### config.mk
export PLATFORM = sky130hd
export DESIGN_NAME = mag_peak_detect
export DESIGN_NICKNAME = d
export VERILOG_FILES = /design/src/rtl/mag_peak_pkg.sv /design/src/rtl/mag_peak_hold.sv /design/src/rtl/mag_peak_detect.sv
export SDC_FILE = /design/constraint.sdc
export NUM_CORES = 1
export LEC_CHECK = 0
export BUFFER_PORTS_ARGS = -buffer_cell sky130_fd_sc_hd__buf_4
export CAP_MARGIN = 10
export CORE_AREA = 4 4 169 171
export DETAILED_ROUTE_END_ITERATION = 6
export DIE_AREA = 0 0 173 175
export PLACE_DENSITY = 0.86
export SLEW_MARGIN = 10
export SYNTH_ARGS = -nofsm -noshare
export SYNTH_HDL_FRONTEND = slang
export SYNTH_SLANG_ARGS = --single-unit
### constraint.sdc
create_clock -name clk -period 7.9 [get_ports clk]
set_clock_uncertainty 0.1 [all_clocks]
set_input_delay 0.395 -clock clk [delete_from_list [all_inputs] [get_ports clk]]
set_output_delay 0.395 -clock clk [all_outputs]
set_load 0.02 [all_outputs]
### src/rtl/mag_peak_pkg.sv
`default_nettype none
// ---------------------------------------------------------------------------
// mag_peak_pkg : shared types and constants for the frame peak detector
// Revision 1.0
// ---------------------------------------------------------------------------
package mag_peak_pkg;

  localparam int DATA_LEN_DEF  = 64;
  localparam int TUSER_LEN_DEF = 32;
  localparam int IDX_LEN_DEF   = 16;

  typedef enum logic [0:0] {
    ST_IDLE  = 1'b0,
    ST_FRAME = 1'b1
  } state_e;

  localparam logic [IDX_LEN_DEF-1:0] IDX_SAT  = '1;
  localparam logic [15:0]            DROP_SAT = 16'hFFFF;

  // Result record at the default widths, for consumers of the packed output
  typedef struct packed {
    logic [DATA_LEN_DEF-1:0]  peak;
    logic [IDX_LEN_DEF-1:0]   index;
    logic [IDX_LEN_DEF-1:0]   len;
    logic [TUSER_LEN_DEF-1:0] tuser;
    logic                     ovf;
`ifdef MAG_PEAK_THRESH_EN
    logic [IDX_LEN_DEF-1:0]   above_cnt;
    logic [IDX_LEN_DEF-1:0]   first_above;
`endif
  } peak_rec_t;

endpackage
`default_nettype wire

### src/rtl/mag_peak_hold.sv
`default_nettype none
// ---------------------------------------------------------------------------
// mag_peak_hold : single-entry valid/ready result register with drop counter
// Revision 1.0
// ---------------------------------------------------------------------------
module mag_peak_hold
  import mag_peak_pkg::*;
#(
  parameter int W = 1
) (
  input  logic         clk,
  input  logic         aresetn,
  input  logic         push_i,
  input  logic [W-1:0] data_i,
  input  logic         ready_i,
  output logic         valid_o,
  output logic [W-1:0] data_o,
  output logic [15:0]  drop_count_o
);

  logic         valid_q, valid_d;
  logic [W-1:0] data_q, data_d;
  logic [15:0]  drop_q, drop_d;

  always_comb begin
    valid_d = valid_q;
    data_d  = data_q;
    drop_d  = drop_q;
    if (valid_q && ready_i) begin
      valid_d = 1'b0;
      data_d  = '0;
    end
    // A handshake in the same cycle frees the slot for the new record
    if (push_i) begin
      if (!valid_q || ready_i) begin
        valid_d = 1'b1;
        data_d  = data_i;
      end else if (drop_q != DROP_SAT) begin
        drop_d = drop_q + 16'd1;
      end
    end
  end

  always_ff @(posedge clk or negedge aresetn) begin
    if (!aresetn) begin
      valid_q <= 1'b0;
      data_q  <= '0;
      drop_q  <= '0;
    end else begin
      valid_q <= valid_d;
      data_q  <= data_d;
      drop_q  <= drop_d;
    end
  end

  assign valid_o      = valid_q;
  assign data_o       = data_q;
  assign drop_count_o = drop_q;

endmodule
`default_nettype wire

### src/rtl/mag_peak_detect.sv
`default_nettype none
// ---------------------------------------------------------------------------
// mag_peak_detect : per-frame peak search over a squared-magnitude stream
// Optional threshold statistics enabled by MAG_PEAK_THRESH_EN. Revision 1.0
// ---------------------------------------------------------------------------
module mag_peak_detect
  import mag_peak_pkg::*;
#(
  parameter int DATA_LEN  = DATA_LEN_DEF,
  parameter int TUSER_LEN = TUSER_LEN_DEF,
  parameter int IDX_LEN   = IDX_LEN_DEF
) (
  input  logic                 clk,
  input  logic                 aresetn,
  input  logic [DATA_LEN-1:0]  s_mag_tdata,
  input  logic                 s_mag_tvalid,
  input  logic                 s_mag_tlast,
  input  logic [TUSER_LEN-1:0] s_mag_tuser,
  input  logic                 s_mag_overflow,
`ifdef MAG_PEAK_THRESH_EN
  input  logic [DATA_LEN-1:0]  thresh,
  output logic [IDX_LEN-1:0]   m_peak_above_cnt,
  output logic [IDX_LEN-1:0]   m_peak_first_above,
`endif
  output logic [DATA_LEN-1:0]  m_peak_tdata,
  output logic [IDX_LEN-1:0]   m_peak_index,
  output logic [IDX_LEN-1:0]   m_peak_frame_len,
  output logic [TUSER_LEN-1:0] m_peak_tuser,
  output logic                 m_peak_ovf,
  output logic                 m_peak_tvalid,
  input  logic                 m_peak_tready,
  output logic [15:0]          drop_count
);

  localparam logic [IDX_LEN-1:0] IDX_ONES = '1;

  typedef struct packed {
    logic [DATA_LEN-1:0]  peak;
    logic [IDX_LEN-1:0]   index;
    logic [IDX_LEN-1:0]   len;
    logic [TUSER_LEN-1:0] tuser;
    logic                 ovf;
`ifdef MAG_PEAK_THRESH_EN
    logic [IDX_LEN-1:0]   above_cnt;
    logic [IDX_LEN-1:0]   first_above;
`endif
  } rec_t;

  state_e               state_q, state_d;
  logic [DATA_LEN-1:0]  max_q, max_d;
  logic [IDX_LEN-1:0]   max_idx_q, max_idx_d;
  logic [IDX_LEN-1:0]   cnt_q, cnt_d;
  logic [TUSER_LEN-1:0] tuser_q, tuser_d;
  logic                 ovf_q, ovf_d;
`ifdef MAG_PEAK_THRESH_EN
  logic [IDX_LEN-1:0]   above_q, above_d;
  logic [IDX_LEN-1:0]   first_q, first_d;
  logic                 sample_ge;
`endif

  logic [DATA_LEN-1:0]  sample;
  logic [IDX_LEN-1:0]   cnt_inc;
  logic                 push;
  rec_t                 rec_in, rec_out;

  assign sample  = s_mag_overflow ? {DATA_LEN{1'b1}} : s_mag_tdata;
  // cnt_q is both the index of the incoming beat and the beats seen so far
  assign cnt_inc = (cnt_q == IDX_ONES) ? cnt_q : cnt_q + IDX_LEN'(1);
`ifdef MAG_PEAK_THRESH_EN
  assign sample_ge = (sample >= thresh);
`endif

  always_comb begin
    state_d   = state_q;
    max_d     = max_q;
    max_idx_d = max_idx_q;
    cnt_d     = cnt_q;
    tuser_d   = tuser_q;
    ovf_d     = ovf_q;
`ifdef MAG_PEAK_THRESH_EN
    above_d   = above_q;
    first_d   = first_q;
`endif
    push      = 1'b0;
    if (s_mag_tvalid) begin
      if (state_q == ST_IDLE) begin
        max_d     = sample;
        max_idx_d = '0;
        cnt_d     = IDX_LEN'(1);
        tuser_d   = s_mag_tuser;
        ovf_d     = s_mag_overflow;
`ifdef MAG_PEAK_THRESH_EN
        above_d   = sample_ge ? IDX_LEN'(1) : '0;
        first_d   = sample_ge ? '0 : IDX_ONES;
`endif
      end else begin
        if (sample > max_q) begin
          max_d     = sample;
          max_idx_d = cnt_q;
        end
        cnt_d = cnt_inc;
        ovf_d = ovf_q | s_mag_overflow;
`ifdef MAG_PEAK_THRESH_EN
        if (sample_ge) begin
          if (above_q != IDX_ONES) above_d = above_q + IDX_LEN'(1);
          if (above_q == '0)       first_d = cnt_q;
        end
`endif
      end
      state_d = s_mag_tlast ? ST_IDLE : ST_FRAME;
      push    = s_mag_tlast;
    end
  end

  always_comb begin
    rec_in       = '0;
    rec_in.peak  = max_d;
    rec_in.index = max_idx_d;
    rec_in.len   = cnt_d;
    rec_in.tuser = tuser_d;
    rec_in.ovf   = ovf_d;
`ifdef MAG_PEAK_THRESH_EN
    rec_in.above_cnt   = above_d;
    rec_in.first_above = first_d;
`endif
  end

  always_ff @(posedge clk or negedge aresetn) begin
    if (!aresetn) begin
      state_q   <= ST_IDLE;
      max_q     <= '0;
      max_idx_q <= '0;
      cnt_q     <= '0;
      tuser_q   <= '0;
      ovf_q     <= 1'b0;
`ifdef MAG_PEAK_THRESH_EN
      above_q   <= '0;
      first_q   <= '0;
`endif
    end else begin
      state_q   <= state_d;
      max_q     <= max_d;
      max_idx_q <= max_idx_d;
      cnt_q     <= cnt_d;
      tuser_q   <= tuser_d;
      ovf_q     <= ovf_d;
`ifdef MAG_PEAK_THRESH_EN
      above_q   <= above_d;
      first_q   <= first_d;
`endif
    end
  end

  mag_peak_hold #(
    .W ($bits(rec_t))
  ) u_hold (
    .clk          (clk),
    .aresetn      (aresetn),
    .push_i       (push),
    .data_i       (rec_in),
    .ready_i      (m_peak_tready),
    .valid_o      (m_peak_tvalid),
    .data_o       (rec_out),
    .drop_count_o (drop_count)
  );

  assign m_peak_tdata     = rec_out.peak;
  assign m_peak_index     = rec_out.index;
  assign m_peak_frame_len = rec_out.len;
  assign m_peak_tuser     = rec_out.tuser;
  assign m_peak_ovf       = rec_out.ovf;
`ifdef MAG_PEAK_THRESH_EN
  assign m_peak_above_cnt   = rec_out.above_cnt;
  assign m_peak_first_above = rec_out.first_above;
`endif

endmodule
`default_nettype wire

==> flow_summary.yaml, run 1 <==
global_route:
  track_usage_pct: 26.3
  antenna_found_initial: 0
  met2_usage_pct: 45.2
  grt_pass1_wl_um: 66500
  grt_pass1_vias: 12606
  globalRouteMet1Util_pct: 33.1
  grt_util_met3_pct: 6.97
  grt_max_degree: 127
  grt_remaining_overflow: 0
  busiest_layer: "met2"
layout:
  mostFrequentLayoutCell: "dfrtp_1"
  utilization_pct: 65.2
  antennaDiodeCount: 0
  drive_gt1_share_pct: 27.1
  nNetsFinal: 1827
  syn_to_final_growth_pct: 23.3
  stdcell_count: 2022
  final_cell_mix: "276 x dfrtp_1, 263 x buf_4, 244 x nand2_1"
drt:
  vias: 12171
  drt_iter0_drc: 953
  dr.pass1.iters: 4
  via_per_inst: 6.02
  antenna_left: 0
  wl_um: 40900
  wl_per_cell_um: 20.2
  drc_errors: 0
clock_tree:
  worstSkewPairLatency_ns: 0.55
  cts_root_buf: "clkbuf_16"
  clkSinkCount: 276
  post_cts.repair.setup_buffers: 0
  cts_tree: "yes"
  clk_pin_slew_ns: 0.06
  clk_path_buf_depth: 3
  cts_buffers: 29
  cts_resized: 0
  ctsHtreeMaxLevel: 1
synth:
  netlist_area_mm2: 0.0142
  synth_area_leaders: "dfrtp_1 49%, nand2_1 6.5%, ha_1 5.8%"
  yosys_warnings: 0
  syn-instance-count: 1443
  yosysSeqAreaShare_pct: 48.6
  synth_seq_cells: 276
  avgSynthCellArea_um2: 9.85
  netlist.area_leader.share_pct: 48.6
  synthArstFlopShare_pct: 100
  yosysUniqueCellTypes: 52
  synth_edf_count: 0
  synth_nets: 1611
  synth_top_area_cell: "dfrtp_1"
  ys.flop_type: "dfrtp_1"
setup_path:
  cp-start-kind: "primary input"
  crit_slowest_cell: "buf_4"
  cp.arrival_ns: 4.80
  worst-path-stages: 12
  path_common_cell: "buf_4"
  reg2reg_slack_ns: 3.52
  worstPathMaxFanout: 65
  r2r_end: "max_q[19]"
  path_buf_inv: 3
  slowest_delay_ns: 0.66
  cp-end-kind: "flip-flop"
  crit_family: "simple AND/OR/NAND/NOR gates"
  required_ns: 8.16
  reg2reg_depth: 10
  r2r-start: "max_q[55]"
  critical_path_class: "primary input to flip-flop"
  endpoint: "u_hold.data_o[65]"
  worstPathCellList: "buf_4 -> or2_2 -> ha_1 -> nand4_1 -> and4bb_2 -> nand3_1 -> or3_1 -> o2111ai_4 -> buf_4 -> o21a_2 -> buf_4 -> o311ai_0"
  worstSetupStartpoint: "s_mag_overflow"
min_path:
  hold_class: "primary input to flip-flop"
timing:
  fin_crit_ns: 4.55
  setup_violations: 0
  period_share_pct: 57.5
  clock.fmax_ghz: 0.220
  slew_viol_final: 0
  layout_setup_ws_ns: 3.35
  relSlewSlack_pct: 24.5
  worst_slew_pin_slew_ns: 1.13
  hold_viol: 0
  whs_ns: 0.0146
  rsz0062_at_grt: "no"
  setup_tns_ns: 0
floorplan:
  fp.dieW_um: 173
  die_area_mm2: 0.0303
  rows: 60
  pin_count: 248
  die_h_um: 175
  core_area_mm2: 0.0269
  initial_core_util_pct: 52.9
placement:
  dp_slack_ns: 2.86
  dp_cells: 1940
  dp_hpwl_um: 25400
  place_congestion: 0.823
  numPortBuffers: 247
pwr:
  power_density_mw_per_mm2: 330
  power.leakage_nw: 8.43
  vdd.ir_drop.worst_uv: 215
status:
  status: "completed"
run:
  max-cap-violations: 0
## worst register-to-register path, cell delays in order (launching register included)
cell	delay (ns)
dfrtp_1	0.35
inv_1	0.08
ha_1	0.34
a21oi_1	0.17
o21ai_0	0.11
a221o_1	0.34
a211oi_2	0.51
o2111ai_4	0.23
o211ai_4	0.88
buf_4	0.72
mux2_2	0.44
## sequential cells by signal, summed over array words and instances, names as in the netlist
name,cells
max_q,64
tuser_q,32
max_idx_q,16
u_hold.data_o,129
u_hold.valid_o,1
u_hold.drop_count_o,16
ovf_q,1
cnt_q,16
state_q,1
## synthesized netlist by cell type (3+ instances only)
| library cell | count |
|---|---|
| a211oi_1 | 3 |
| o211ai_1 | 81 |
| o21ai_0 | 18 |
| nor2_1 | 32 |
| nor3_1 | 8 |
| o311ai_0 | 4 |
| nand2_1 | 245 |
| a21boi_0 | 4 |
| a21o_1 | 6 |
| dfrtp_1 | 276 |
| a32o_1 | 16 |
| nand3_1 | 119 |
| buf_2 | 15 |
| clkbuf_1 | 73 |
| xnor2_1 | 14 |
| buf_1 | 8 |
| mux2_2 | 64 |
| or2_2 | 66 |
| nand4_1 | 21 |
| inv_1 | 73 |
| and4_1 | 3 |
| buf_6 | 6 |
| o2111ai_1 | 16 |
| nor2b_1 | 4 |
| a31oi_1 | 3 |
| buf_4 | 6 |
| xor2_1 | 12 |
| o311ai_1 | 60 |
| a21oi_1 | 28 |
| ha_1 | 66 |
| and3_1 | 3 |
| and2_1 | 63 |
## report_power, final
part           switching [mW]  internal (mW)
sequential              0.240           1.78
clock                   0.571          0.916
combinational            1.42          0.856
## routing by layer
layer / vias to the layer above / share of wire (%)
met4: 0 / 2.0
met1: 5993 / 39
met5: - / 0
li1: 5554 / -
met2: 553 / 49
met3: 71 / 9.4
## layout make-up
type	count	area (um2)
Clock buffer	39	813
Clock inverter	14	226
Fill cell	2020	9350
Inverter	73	274
Multi-Input combinational cell	986	6600
Sequential cell	276	6910
Tap cell	341	427
Timing Repair Buffer	293	2280
## repair_timing
item	4_1_cts	5_1_grt
setup endpoints to repair	0	0
endpoints found under the hold margin	152	0
hold buffers	29	0
## cell families after synthesis
kind of cell	share of synthesized area, %
adder cells (fa/ha/maj)	5.81
buffers and inverters	5.39
AND/OR/NAND/NOR	19.3
flip-flops	48.6
multiplexers	5.21
XOR/XNOR	1.60
AO/OA/AOI/OAI	14.1
## how the worst min path moves through the flow
stage               startpoint          end  slack (ns)  depth (start not counted)
6_report       s_mag_tuser[20]  tuser_q[20]        0.01                          3
5_1_grt        s_mag_tuser[10]  tuser_q[10]        0.02                          3
4_1_cts        s_mag_tuser[10]  tuser_q[10]       0.002                          3
3_5_place_dp       tuser_q[14]  tuser_q[14]        0.36                          2
3_3_place_gp       tuser_q[21]  tuser_q[21]        0.35                          2
2_1_floorplan          aresetn     cnt_q[0]     -0.0006                          0
## stage by stage
| step | instance area (um2) | power, mW |
|---|---|---|
| 5_1_grt | 17500 | 6.09 |
| 3_3_place_gp | 16200 | 4.16 |
| 6_report | 17500 | 5.78 |
| 4_1_cts | 17500 | 5.77 |
| 2_1_floorplan | 14200 | 3.50 |
| 3_5_place_dp | 16200 | 4.25 |
No activity file was read; power rests on OpenSTA's default activity.
==> run 2, diff against run 1 <==
--- a/config.mk
+++ b/config.mk
@@ -5,11 +5,12 @@
 export SDC_FILE = /design/constraint.sdc
 export NUM_CORES = 1
 export LEC_CHECK = 0
+export ABC_AREA = 1
 export BUFFER_PORTS_ARGS = -buffer_cell sky130_fd_sc_hd__buf_4
 export CAP_MARGIN = 10
-export CORE_AREA = 4 4 169 171
+export CORE_AREA = 4 4 168 170
 export DETAILED_ROUTE_END_ITERATION = 6
-export DIE_AREA = 0 0 173 175
+export DIE_AREA = 0 0 172 174
 export PLACE_DENSITY = 0.86
 export SLEW_MARGIN = 10
 export SYNTH_ARGS = -nofsm -noshare
==> constraint.sdc (replaced) <==
create_clock -name clk -period 4.66 [get_ports clk]
set_clock_uncertainty 0.1 [all_clocks]
set_input_delay 0.233 -clock clk [delete_from_list [all_inputs] [get_ports clk]]
set_output_delay 0.233 -clock clk [all_outputs]
set_load 0.02 [all_outputs]
==> run 2 against run 1 <==
  * Global-route usage is 0.42 points higher
  * Sequential power is 63% higher
  * Critical path depth is 6 higher
  * First-iteration DRC count is 12% higher
  * Synthesized area is 1.2% lower
  * Hold slack worse by 0.0035 ns
  * Combinational power is 44% higher
  * Non-clock buffer count is 63 higher
  * Via count is 7.1% higher
  * Die area is 1.1% lower
  * Worst setup slack worse by 2.3 ns
  * Critical endpoint is now max_q[37]
  * Largest cell class unchanged
  * Largest power group is now sequential cells
==> flow_summary.yaml, run 2 <==
status:
  status: "completed"
drt:
  drc_errors: 0
  wl_per_cell_um: 17.0
  via_per_inst: 5.46
  drt_iter0_drc: 1070
  vias: 13038
  wl_um: 40700
  antenna_left: 0
  dr.pass1.iters: 5
setup_path:
  required_ns: 5.00
  cp-end-kind: "flip-flop"
  reg2reg_slack_ns: 1.25
  critical_path_class: "primary input to flip-flop"
  r2r-start: "max_q[58]"
  worstPathMaxFanout: 64
  worstSetupStartpoint: "s_mag_tdata[59]"
  cp-start-kind: "primary input"
  cp.arrival_ns: 3.96
layout:
  nNetsFinal: 2190
  largest_reg_flops: 129
  drive_gt1_share_pct: 17.2
  utilization_pct: 67.3
  final_area_mm2: 0.0180
  stdcell_count: 2389
  final_cell_mix: "495 x nand2_1, 288 x nand3_1, 276 x dfrtp_1"
  syn_to_final_growth_pct: 28.1
  mostFrequentLayoutCell: "nand2_1"
  fill_cells: 1996
timing:
  slew_viol_final: 0
  setup_tns_ns: 0
  hold_viol: 0
  clock.fmax_ghz: 0.276
  period_share_pct: 77.7
  setup_violations: 0
  fin_crit_ns: 3.62
  rsz0062_at_grt: "no"
  worst_slew_pin_slew_ns: 1.08
  relSlewSlack_pct: 27.7
floorplan:
  rows: 60
  initial_core_util_pct: 52.5
  fp.dieW_um: 172
  pin_count: 248
  die_area_mm2: 0.0299
  die_h_um: 174
  core_area_mm2: 0.0267
clock_tree:
  ctsHtreeMaxLevel: 1
  clk_path_buf_depth: 3
  cts_resized: 0
  post_cts.repair.setup_buffers: 0
  clkSinkCount: 276
  clk_pin_slew_ns: 0.06
  cts_root_buf: "clkbuf_16"
  cts_buffers: 29
  cts_tree: "yes"
  worstSkewPairLatency_ns: 0.56
  hold_buffers: 99
synth:
  ys.flop_type: "dfrtp_1"
  synth_nets: 1885
  synth_area_leaders: "dfrtp_1 49%, nand2_1 13%, nand3_1 10%"
  syn-instance-count: 1717
  synth_compound_area_share_pct: 3.24
  synthArstFlopShare_pct: 100
  synth_edf_count: 0
  synth.area.mux_share_pct: 0.0802
  yosysUniqueCellTypes: 40
  yosys.area_share.simple_pct: 32.3
  netlist_area_mm2: 0.0140
  synth_most_common_cell: "nand2_1"
  synth_top_family_by_area: "simple AND/OR/NAND/NOR gates"
  avgSynthCellArea_um2: 8.17
  yosysSeqAreaShare_pct: 49.2
  synth_fa_ha_area_share_pct: 5.88
  netlist.area_leader.share_pct: 49.2
  synth_seq_cells: 276
  synthTopCellsByCount: "496 x nand2_1, 288 x nand3_1, 276 x dfrtp_1"
  yosys_warnings: 0
  synth_top_area_cell: "dfrtp_1"
  synth-xor-area-share_pct: 0.936
placement:
  place_congestion: 0.896
  dp_cells: 2233
  dpl_cell_area_mm2: 0.0160
  numPortBuffers: 247
  dp_hpwl_um: 25000
global_route:
  grt_max_degree: 101
  grt_pass1_wl_um: 66200
  grt_pass1_vias: 13561
  grt_remaining_overflow: 0
  antenna_found_initial: 3
  track_usage_pct: 26.7
pwr:
  power.leakage_nw: 9.60
  power_density_mw_per_mm2: 499
  total_power_mw: 8.97
  vdd.ir_drop.worst_uv: 280
min_path:
  hold_start: "s_mag_tlast"
  hold_class: "primary input to flip-flop"
run:
  max-cap-violations: 0
==> run 2: cell types whose count changed in the layout (fill, tap and decap cells not counted), moves of 24 or more <==
| cell | before | now |
|---|---|---|
| dlygate4sd3_1 | 29 | 99 |
| inv_1 | 73 | 192 |
| mux2_2 | 64 | 1 |
| nand2_1 | 244 | 495 |
| nand3_1 | 118 | 288 |
| nand3_2 | 0 | 24 |
| nor2_1 | 31 | 101 |
| o211ai_1 | 81 | 0 |
| o311ai_1 | 60 | 0 |
| or2_2 | 66 | 1 |
==> run 2: final cells by class <==
class | instances | area [um2] | share of cell area (%)
inverters | 196 | 738 | 4.11
clock inverters | 17 | 178 | 0.988
diodes | 3 | 7.51 | 0.0417
clock buffers | 37 | 816 | 4.54
flip-flops and latches | 276 | 6910 | 38.4
repair buffers | 356 | 2940 | 16.4
multi-input cells | 1163 | 5970 | 33.2
well taps | 341 | 427 | 2.37
==> run 2: power breakdown <==
| group | leakage (nW) | switching (mW) | total (mW) | internal [mW] |
|---|---|---|---|---|
| combinational | 5.72 | 2.03 | 3.27 | 1.24 |
| clock | 0.486 | 1.01 | 2.41 | 1.40 |
| sequential | 3.39 | 0.304 | 3.29 | 2.98 |
| total | 9.60 | 3.35 | 8.97 | 5.63 |
==> run 2: worst max-delay path, cell delays in order <==
cell and delay [ns]:
dlygate4sd3_1 0.55, buf_4 0.14, nor2_1 0.18, inv_1 0.08, ha_1 0.31, nand2_1 0.06
inv_1 0.08, nand3_1 0.07, nor2_1 0.17, nand2_1 0.16, nor2_4 0.18, nand2_2 0.10
nand2_4 0.17, nand2_4 0.18, nand2_4 0.11, buf_4 0.69, nand3_1 0.21, and2_1 0.23
==> run 2: through the flow <==
stage                     setup slack (ns)  hold slack (ns)
after global placement               0.860            0.205
final                                 1.04           0.0111
after floorplan                       1.94           -0.163
after CTS                             1.11          0.00746
after global routing                 0.716           0.0151
after detailed placement             0.756            0.206
==> run 2: cell families after synthesis <==
logic type               count (synthesis)
adder cells (fa/ha/maj)                 66
XOR/XNOR                                15
multiplexers                             1
buffers and inverters                  278
AND/OR/NAND/NOR                       1001
AO/OA/AOI/OAI                           80
flip-flops                             276
==> run 2: final timing paths <==
check	to	cells past startpoint
min in group asynchronous	u_hold.data_o[91]	2
hold / removal	state_q	4
setup / recovery	max_q[37]	18
max in group asynchronous	u_hold.data_o[68]	3
setup reg to reg	max_q[37]	15
hold reg to reg	tuser_q[24]	2
==> run 2: routing by layer <==
| layer | wire length, um | global-route usage, % | up-vias |
|---|---|---|---|
| li1 | - | - | 6070 |
| met1 | 16000 | 33.4 | 6227 |
| met2 | 19500 | 45.1 | 627 |
| met3 | 3720 | 6.46 | 114 |
| met4 | 1450 | 9.66 | 0 |
| met5 | 0 | 0 | - |
==> run 3, diff against run 2 <==
==> constraint.sdc (replaced) <==
create_clock -name clk -period 3.8 [get_ports clk]
set_clock_uncertainty 0.1 [all_clocks]
set_input_delay 0.19 -clock clk [delete_from_list [all_inputs] [get_ports clk]]
set_output_delay 0.19 -clock clk [all_outputs]
set_load 0.02 [all_outputs]
==> run 3 against run 2 <==
  * Hold slack gained 0.19 ns
  * Combinational power rose by 25%
  * Die area did not move
  * Register-to-register slack lost 0.87 ns
  * Highest routed layer unchanged
==> flow_summary.yaml, run 3 (same netlist as run 2, synthesis figures left out) <==
run:
  max-cap-violations: 0
drt:
  drt_iter0_drc: 1139
  wl_per_cell_um: 17.1
  dr.pass1.iters: 7
  via_per_inst: 5.43
  wl_um: 41000
  antenna_left: 0
  drc_errors: 0
  vias: 13020
clock_tree:
  cts_buffers: 30
  ctsHtreeMaxLevel: 1
  cts_tree: "yes"
  worstSkewPairLatency_ns: 0.56
  post_cts.repair.setup_buffers: 0
  clkSinkCount: 276
  clk_path_buf_depth: 3
  clk_pin_slew_ns: 0.06
  cts_root_buf: "clkbuf_16"
pwr:
  power_density_mw_per_mm2: 611
  power.leakage_nw: 9.68
  vdd.ir_drop.worst_uv: 464
layout:
  utilization_pct: 67.9
  drive_gt1_share_pct: 17.3
  final_area_mm2: 0.0182
  nNetsFinal: 2201
  final_cell_mix: "495 x nand2_1, 288 x nand3_1, 276 x dfrtp_1"
  largest_reg_flops: 129
  mostFrequentLayoutCell: "nand2_1"
  fill_cells: 1983
  seqCellArea_mm2: 0.00691
  syn_to_final_growth_pct: 29.3
  multi_input_comb_area_mm2: 0.00597
setup_path:
  reg2reg_depth: 14
  cp-start-kind: "primary input"
  reg2reg_slack_ns: 0.38
  required_ns: 4.16
  worstPathMaxFanout: 23
  critical_path_class: "primary input to flip-flop"
  r2r-start: "max_q[55]"
  r2r_end: "max_q[51]"
  cp-end-kind: "flip-flop"
  cp.arrival_ns: 3.89
timing:
  clock.fmax_ghz: 0.283
  slew_viol_final: 0
  setup_violations: 0
  setup_tns_ns: 0
  fin_crit_ns: 3.53
  layout_setup_ws_ns: 0.268
  period_share_pct: 93.0
  worst_slew_pin_slew_ns: 0.900
  hold_viol: 0
  whs_ns: 0.197
  rsz0062_at_grt: "no"
  relSlewSlack_pct: 40.0
global_route:
  grt_pass1_vias: 13483
  grt_pass1_wl_um: 66700
  grt_max_degree: 130
  antenna_found_initial: 2
  track_usage_pct: 27.1
  grt_remaining_overflow: 0
floorplan:
  die_area_mm2: 0.0299
  rows: 60
  fp.dieW_um: 172
  initial_core_util_pct: 52.5
  die_h_um: 174
  pin_count: 248
  core_area_mm2: 0.0267
placement:
  dp_slack_ns: 0.288
  dpl_cell_area_mm2: 0.0161
  numPortBuffers: 247
  place_congestion: 0.869
  dp_hpwl_um: 25200
status:
  status: "completed"
min_path:
  hold_class: "primary input to asynchronous set/reset pin"
[run 3: worst max-delay path: stages]
cell,delay (ns)
dlygate4sd3_1,0.54
buf_4,0.14
nor2_1,0.14
inv_1,0.07
ha_1,0.31
nand2_1,0.08
nor4_1,0.31
nand2_1,0.19
nor2_4,0.20
nand2_2,0.10
nand2_4,0.17
nand2_4,0.18
nand2_4,0.13
buf_6,0.25
nand3_1,0.10
dlygate4sd3_1,0.59
and2_1,0.16
[run 3: per-stage QoR]
step	instances	power, mW
6_report	2397	11.1
5_1_grt	2397	11.8
4_1_cts	2395	11.1
3_5_place_dp	2239	7.97
3_3_place_gp	2239	7.80
2_1_floorplan	1717	6.71
[run 3: power by group]
group          leakage [nW]  switching, mW  internal (mW)
sequential             3.39          0.381           3.66
clock                 0.504           1.22           1.76
combinational          5.79           2.52           1.57
total                  9.68           4.11           6.98
[run 3: worst max path at each step]
stage	cells past startpoint	startpoint	slack, ns	end
6_report	17	s_mag_tdata[53]	0.27	max_q[51]
3_3_place_gp	17	s_mag_overflow	0.34	max_q[4]
5_1_grt	18	s_mag_tdata[55]	0.07	u_hold.data_o[116]
2_1_floorplan	19	s_mag_overflow	1.12	max_q[10]
3_5_place_dp	22	s_mag_overflow	0.29	u_hold.data_o[125]
4_1_cts	17	s_mag_tdata[53]	0.23	max_q[51]
[run 3: area by class of cell]
class	count	share of cell area (%)
Multi-Input combinational cell	1163	32.9
Clock buffer	42	4.88
Sequential cell	276	38.0
Timing Repair Buffer	366	17.0
Tap cell	341	2.35
Inverter	196	4.07
Clock inverter	11	0.717
Antenna cell	2	0.0276
[run 3: routing by layer]
metal / track usage, % / up-vias / share of wire (%)
li1: - / 6074 / -
met1: 34.3 / 6261 / 39
met2: 45.4 / 592 / 49
met3: 7.21 / 93 / 8.9
met4: 8.25 / 0 / 2.7
met5: 0 / - / 0
[run 3: repair_timing]
item	4_1_cts	5_1_grt
setup endpoints to repair	0	4
gates resized for setup	0	1
hold buffers	103	0
endpoints found under the hold margin	312	0
